===== src/rtl/mxint8_blk_seq.sv =====
`timescale 1ns/1ps
// mxint8_blk_seq
// Collects one MX block of FP32 elements, derives the block's shared E8M0 scale
// from the largest element exponent, then replays the elements in arrival order
// to the FP32->INT8 quantizer along with that scale.
module mxint8_blk_seq #(
  parameter  int BLK_SIZE = 32,
  localparam int IDX_W    = $clog2(BLK_SIZE)
) (
  input  logic             clk,
  input  logic             rst,
  input  logic             in_valid,
  output logic             in_ready,
  input  logic [31:0]      in_data,
  output logic             q_valid,
  input  logic             q_ready,
  output logic [31:0]      q_data,
  output logic [7:0]       q_shared_exp,
  output logic [IDX_W-1:0] q_idx,
  output logic             q_last,
  output logic             blk_nan,
  output logic             busy
);

  // state | meaning
  // FILL  | accepting elements into the buffer, tracking max exponent and NaN/Inf
  // SCALE | single cycle: publish shared scale, prime first replay element
  // DRAIN | replaying buffered elements to the quantizer in arrival order

  typedef enum logic [1:0] {
    FILL  = 2'd0,
    SCALE = 2'd1,
    DRAIN = 2'd2
  } state_e;

  localparam logic [IDX_W-1:0] FIRST_IDX = '0;
  localparam logic [IDX_W-1:0] LAST_IDX  = IDX_W'(BLK_SIZE - 1);

  state_e           state_q;
  logic [IDX_W-1:0] wr_cnt_q;
  logic [IDX_W-1:0] rd_idx_q;
  logic [IDX_W-1:0] rd_idx_d;
  logic [7:0]       max_exp_q;
  logic             nan_seen_q;
  logic             q_valid_q;
  logic             q_last_q;
  logic             blk_nan_q;
  logic [31:0]      q_data_q;
  logic [7:0]       q_shared_exp_q;
  logic [31:0]      mem_q [BLK_SIZE];
  logic [7:0]       in_exp;
  logic             in_fire;
  logic             q_fire;

  // in_ready is gated by rst so nothing is accepted on the reset edge.
  assign in_exp   = in_data[30:23];
  assign in_ready = (state_q == FILL) && !rst;
  assign in_fire  = in_valid && in_ready;
  assign q_fire   = q_valid_q && q_ready;
  assign rd_idx_d = rd_idx_q + IDX_W'(1);

  assign q_valid      = q_valid_q;
  assign q_data       = q_data_q;
  assign q_shared_exp = q_shared_exp_q;
  assign q_idx        = rd_idx_q;
  assign q_last       = q_last_q;
  assign blk_nan      = blk_nan_q;
  assign busy         = (state_q != FILL) || (wr_cnt_q != '0);

  // Element buffer; contents are meaningless until written, so it carries no reset.
  always_ff @(posedge clk) begin
    if (in_fire) begin
      mem_q[wr_cnt_q] <= in_data;
    end
  end

  // Block sequencing FSM with registered quantizer-side outputs.
  always_ff @(posedge clk) begin
    if (rst) begin
      state_q        <= FILL;
      wr_cnt_q       <= '0;
      rd_idx_q       <= '0;
      max_exp_q      <= '0;
      nan_seen_q     <= 1'b0;
      q_valid_q      <= 1'b0;
      q_data_q       <= '0;
      q_shared_exp_q <= '0;
      q_last_q       <= 1'b0;
      blk_nan_q      <= 1'b0;
    end else begin
      unique case (state_q)
        FILL: begin
          if (in_fire) begin
            wr_cnt_q <= wr_cnt_q + IDX_W'(1);
            if (in_exp > max_exp_q) begin
              max_exp_q <= in_exp;
            end
            if (in_exp == 8'hFF) begin
              nan_seen_q <= 1'b1;
            end
            if (wr_cnt_q == LAST_IDX) begin
              state_q <= SCALE;
            end
          end
        end
        SCALE: begin
          // Any NaN/Inf element poisons the whole block's scale.
          q_shared_exp_q <= nan_seen_q ? 8'hFF : max_exp_q;
          blk_nan_q      <= nan_seen_q;
          rd_idx_q       <= FIRST_IDX;
          q_data_q       <= mem_q[FIRST_IDX];
          q_last_q       <= 1'b0;
          q_valid_q      <= 1'b1;
          state_q        <= DRAIN;
        end
        DRAIN: begin
          if (q_fire) begin
            rd_idx_q <= rd_idx_d;
            if (q_last_q) begin
              q_valid_q  <= 1'b0;
              q_last_q   <= 1'b0;
              max_exp_q  <= '0;
              nan_seen_q <= 1'b0;
              state_q    <= FILL;
            end else begin
              q_data_q <= mem_q[rd_idx_d];
              q_last_q <= (rd_idx_d == LAST_IDX);
            end
          end
        end
        default: state_q <= FILL;
      endcase
    end
  end

endmodule


===== config.mk =====
export PLATFORM = sky130hd
export DESIGN_NAME = mxint8_blk_seq
export DESIGN_NICKNAME = d
export VERILOG_FILES = /design/src/rtl/mxint8_blk_seq.sv
export SDC_FILE = /design/constraint.sdc
export NUM_CORES = 1
export LEC_CHECK = 0
export ABC_AREA = 1
export BUFFER_PORTS_ARGS = -buffer_cell sky130_fd_sc_hd__buf_2
export CAP_MARGIN = 20
export CORE_UTILIZATION = 30
export CTS_CLUSTER_SIZE = 10
export DETAILED_ROUTE_END_ITERATION = 6
export SLEW_MARGIN = 20
export SYNTH_ARGS = -nofsm -noshare
export SYNTH_HDL_FRONTEND = slang
export SYNTH_SLANG_ARGS = --single-unit

===== constraint.sdc =====
create_clock -name clk -period 4.2 [get_ports clk]
set_input_delay 0.42 -clock clk [delete_from_list [all_inputs] [get_ports clk]]
set_output_delay 0.42 -clock clk [all_outputs]
set_load 0.02 [all_outputs]

==> reports/qor.csv, run 1 <==
metric,value,unit
synth_nets,3877,
critPathTopFamily,simple AND/OR/NAND/NOR gates,
antenna_found_initial,6,
cts.sinks,1088,
final-instance-count-excl-fill,5880,
synth.largest_area_cell,edfxtp_1,
gp_congestion,0.856,
max_freq,317,MHz
grt_pass1_vias,28279,
path_buf_inv,0,
synth_edf_count,1024,
ant_nets,0,
post-place-ws,1.10,ns
tightest_slew,1.18,ns
synth_async_sr_flop_share,0,%
synth_seq_area_share,72.6,%
finClkSkew,0.0284,ns
synth_cell_types,24,
area_delta_synth_final,14.1,%
place_hpwl,75300,um
maxCapViolCount,0,
setup_viol,0,
synth.most_common_cell,nand2_1,
yosys_register_bits,1088,
root_buffer,clkbuf_16,
grt_pass1_wl,193000,um
grt_max_degree,161,
viasPerCell,5.03,
setup_slack,1.05,ns
cts.clk_slew.worst_paths,0.06,ns
yosys_warnings,0,
drtIter0Drc,3888,
cts_tree,yes,
synthTopCellsByArea,"edfxtp_1 (70%), nand2_1 (11%), nand3_1 (8.9%)",
wl_per_cell,22.4,um
crit_top_cell,nand2_1,
whs,0.106,ns
drtPass1Iterations,5,
route.final.wire_length,131000,um
cts_max_level,3,
cts-resized-gates,0,
max-vdd-ir-drop,0.333,mV
cpMaxStageDelayCell,nor2_4,
die_x,385,um
hp-class,input pin to flop,
grt_overflow,0,
p_per_area,440,nW/um2
numPortBuffers,85,
ios,86,
drive_gt1_share,9.06,%
yosysTopAreaCellShare,69.7,%
slew_headroom,20.9,%
dieArea,149000,um2
endpoint_kind,flop,
placedCellCount,5674,
r2r_start,q_idx[1],
clk_latency,0.71,ns
slew_viol_final,0,
start_util,30.3,%
period_needed,3.15,ns
cts_setup_buffers,0,
rsz0062_at_grt,no,
hp-start,rst,
row_count,140,
via_count,29583,
criticalPathCategory,flop to flop,
cts_inserted_buffers,120,
syn_area_per_cell,11.5,um2
cp_max_fo,33,
path_cells,ha_1 -> nand3_1 -> nand2_1 -> nand2_2 -> nor2_4 -> nand2_1 -> nor2_1 -> nor2_1 -> nand2_1 -> a21oi_1,
top_layer,met5,
finalCritPeriodShare,75.0,%
fin_setup_tns,0,ns
fin_nets,3931,
core,146000,um2
cp.required,4.78,ns
p_leak,17.7,nW
wl_met1,56100,um
arrival,3.73,ns
status,"finished, final reports clean",
wl_met2,59800,um
grt_usage,17.5,%
crit_start,q_idx[1],
drc_errors,0,
synth_commonest_cells,"nand2_1 (1309), edfxtp_1 (1024), nand3_1 (783)",
die_y,385,um
cpPeakStageDelay,1.04,ns
clockBufferDepth,3,
hold_buffers,0,
wl_met3,10600,um
postSynth.topFlopCell,edfxtp_1,
n_fill_cell,14264,
synth_area,44100,um2
hold_violations,0,
cp-start-kind,flop,
synth_cells,3826,
area by class of cell:
class	count	area, um2	area share (%)
well taps	1917	2400	4.77
clock inverters	8	92.6	0.184
multi-input cells	2456	11000	21.8
repair buffers	168	1330	2.65
diodes	2	5.00	0.00994
flip-flops and latches	1088	32000	63.6
clock buffers	195	3330	6.61
inverters	46	188	0.373
stage by stage:
stage,util (%),power [mW],area [um2]
floorplan,-,12.4,44100
global placement,32.1,12.9,46800
detailed placement,32.2,12.9,46900
CTS,34.5,22.2,50300
global route,34.5,22.7,50300
finish,34.5,22.1,50300
sequential cells by signal (all words and copies together) (netlist names):
name and cells:
q_last 1, q_idx 5, wr_cnt_q 5, blk_nan 1, mem_q 1024, q_valid 1, max_exp_q 8, q_shared_exp 8
nan_seen_q 1, state_q 2, q_data 32
report_power, final:
group | internal [mW] | leakage [nW] | switching [mW] | total (mW)
sequential | 11.9 | 9.73 | 0.0710 | 12.0
clock | 5.34 | 1.63 | 4.11 | 9.45
combinational | 0.127 | 6.31 | 0.535 | 0.662
total | 17.4 | 17.7 | 4.72 | 22.1
layout by cell type, fill, tap and decap left out, drive strengths merged:
cell      instances
nand2          1312
edfxtp         1024
nand3           783
clkbuf          195
buf             168
a21oi           151
nor2            131
dfxtp            64
inv              51
o21ai            49
ha               15
nand4             7
nor3              6
diode             2
clkinv            2
a21o              1
nor3b             1
clkinvlp          1
layer usage:
metal	GRT usage [%]	up-vias
li1	-	13499
met1	24.3	14525
met2	27.3	1340
met3	2.54	213
met4	7.00	6
met5	0	-
worst min-delay path, stage by stage:
cell	delay (ns)
buf_2	0.12
nor3_4	0.09
nand2_1	0.08
a21oi_1	0.06
final timing paths:
check | end | slack, ns | depth (start not counted)
setup / recovery | q_data[9] | 1.05 | 10
hold / removal | nan_seen_q | 0.11 | 4
setup reg to reg | q_data[9] | 1.05 | 10
hold reg to reg | q_shared_exp[0] | 0.47 | 2
cells by family (layout without fill, tap and decap cells):
kind of cell / Yosys count / in the layout / share of synthesized area, %
simple gates: 2240 / 2240 / 21.5
flops: 1088 / 1088 / 72.6
buf+inv: 282 / 417 / 3.18
compound gates: 201 / 201 / 2.29
fa+ha+maj: 15 / 15 / 0.426
other cells: 0 / 2 / 0
No activity file was read; power rests on OpenSTA's default activity.
==> run 2: changes to the inputs <==
Settings changed: ABC_AREA 1 to 0.
Clock period 4.2 ns to 2.75 ns, I/O delays scaled along.
==> reports/qor.csv, run 2 <==
metric,value,unit,change
grt.busiest_layer,met2,,
p_leak,15.4,nW,-13%
clockBufferDepth,3,,unchanged
ant_nets,0,,unchanged
fin_setup_tns,0,ns,unchanged
cts.sinks,1088,,unchanged
synth_area,42000,um2,-4.7%
grt_pass1_wl,161000,um,-17%
place_hpwl,63900,um,-15%
cp_max_fo,11,,-67%
grt_pass1_vias,22593,,-20%
core,138000,um2,-5.2%
start_util,30.4,%,+0.16 points
use_met1,22.0,%,-2.3 points
synth_edf_count,1024,,unchanged
ios,86,,unchanged
endpoint_kind,output pin,,
grt_usage,15.7,%,-1.7 points
synth_cells,2057,,-46%
yosys_register_bits,1088,,unchanged
drc_errors,0,,unchanged
synth.largest_area_cell,edfxtp_1,,
finalCritPeriodShare,97.6,%,
row_count,136,,-2.9%
grt_overflow,0,,unchanged
tightest_slew,1.10,ns,-0.0858 ns
most-common-layout-cells,"edfxtp_1 (1024), mux4_2 (256), nand2_1 (149), clkbuf_16 (120), buf_4 (96)",,
drive_gt1_share,28.5,%,+19 points
grt_use_met2,24.8,%,-2.5 points
cts_inserted_buffers,120,,unchanged
die_x,376,um,-2.4%
criticalPathCategory,flop to output pin,,
top_register,mem_q,,
synth_async_sr_flop_share,0,%,unchanged
period_needed,2.68,ns,
final-instance-count-excl-fill,4251,,-28%
use_met3,3.58,%,+1.0 points
slew_headroom,26.8,%,+5.9 points
finClkSkew,0.0672,ns,+0.0388 ns
cts.clk_slew.worst_paths,0.06,ns,about the same
clk_latency,0.75,ns,+0.04 ns
maxCapViolCount,0,,unchanged
synth_commonest_cells,"edfxtp_1 (1024), mux4_2 (256), nand2_1 (149)",,
slew_viol_final,0,,unchanged
post-place-ws,-0.0522,ns,-1.15 ns
setup_viol,0,,unchanged
layout_commonest_cell,edfxtp_1,,
cts_setup_buffers,0,,unchanged
largest_reg_flops,1024,,unchanged
hold_violations,0,,unchanged
synth.most_common_cell,edfxtp_1,,
route.final.wire_length,112000,um,-15%
synth_nets,2108,,-46%
dieArea,142000,um2,-4.7%
max-vdd-ir-drop,0.641,mV,+93%
post-route-util,36.1,%,+1.5 points
wl_per_cell,26.4,um,+18%
hp-class,input pin to flop,,
cts_max_level,3,,unchanged
gp_congestion,0.752,,-12%
p_per_area,670,nW/um2,+52%
yosys_warnings,0,,unchanged
yosysTopAreaCellShare,73.2,%,+3.4 points
area_delta_synth_final,18.6,%,
fin_nets,2352,,-40%
syn_area_per_cell,20.4,um2,+77%
root_buffer,clkbuf_16,,
viasPerCell,5.20,,+3.3%
synth_seq_area_share,76.2,%,+3.6 points
cp-start-kind,flop,,
rsz0062_at_grt,no,,
numPortBuffers,85,,unchanged
cts_tree,yes,,
placedCellCount,4022,,-29%
synthTopCellsByArea,"edfxtp_1 (73%), mux4_2 (14%), dfxtp_1 (3.0%)",,
drtIter0Drc,2669,,-31%
status,"finished, final reports clean",,
setup_slack,0.0671,ns,-0.982 ns
arrival,2.41,ns,-1.32 ns
antenna_found_initial,10,,+4
synth_cell_types,48,,+100%
cp.required,2.48,ns,-2.30 ns
grt_max_degree,73,,-55%
drtPass1Iterations,7,,+2
via_count,22100,,-25%
postSynth.topFlopCell,edfxtp_1,,
die_y,376,um,-2.4%
max_freq,373,MHz,
## run 2: what timing repair did
action                                 CTS  global route
pin swaps                                1             0
hold buffers                            20             0
resized for setup                        3             3
endpoints found under the hold margin  457             0
setup endpoints to repair                2             3
## run 2: logic make-up after synthesis
logic type / after synthesis / share of synthesized area [%]
compound gates: 176 / 3.44
buf+inv: 137 / 1.66
xor+xnor: 5 / 0.122
fa+ha+maj: 15 / 0.447
simple gates: 348 / 3.65
mux: 288 / 14.5
flops: 1088 / 76.2
## run 2: path summary, 6_finish.rpt
path                     from            end  slack [ns]  cells after the start
setup / recovery  wr_cnt_q[2]           busy        0.07                      3
hold / removal    in_data[10]  mem_q[15][10]        0.05                      1
setup reg to reg     q_idx[0]      q_data[4]        0.15                      9
hold reg to reg       blk_nan        blk_nan        0.48                      2
## run 2: layout make-up
cell class	instances	area (um2)
inverters	13	48.8
fillers	12741	88300
clock buffers	195	3300
repair buffers	246	2240
diodes	3	7.51
flip-flops and latches	1088	32000
clock inverters	11	229
well taps	1863	2330
multi-input cells	832	9640
## run 2: report_power, final
| group | total (mW) | switching [mW] | leakage (nW) | internal, mW |
|---|---|---|---|---|
| registers | 18.2 | 0.0341 | 9.73 | 18.2 |
| logic | 0.495 | 0.382 | 4.01 | 0.113 |
| clock network | 14.7 | 6.34 | 1.68 | 8.35 |
| total | 33.4 | 6.76 | 15.4 | 26.6 |
## run 2: worst max-delay path, stage by stage, from the launching register on
cell and delay [ns]:
dfxtp_1 0.44, or3_4 0.48, or4b_1 0.57, buf_2 0.20
## run 2: through the flow
| step | total power, mW | hold WS [ns] | cell area, um2 |
|---|---|---|---|
| floorplan | 18.7 | 0.374 | 42100 |
| global placement | 19.0 | 0.444 | 46100 |
| detailed placement | 19.0 | 0.472 | 46100 |
| CTS | 33.6 | 0.000545 | 49800 |
| global route | 34.3 | 0.0517 | 49800 |
| finish | 33.4 | 0.0452 | 49800 |
## run 2: per-layer routing
metal	part of all wire [%]	wire length, um	vias up
met2	47	52700	1007
met3	8.9	9950	166
met5	0.021	24	-
met1	42	47100	11876
li1	-	-	9047
met4	2.1	2350	4
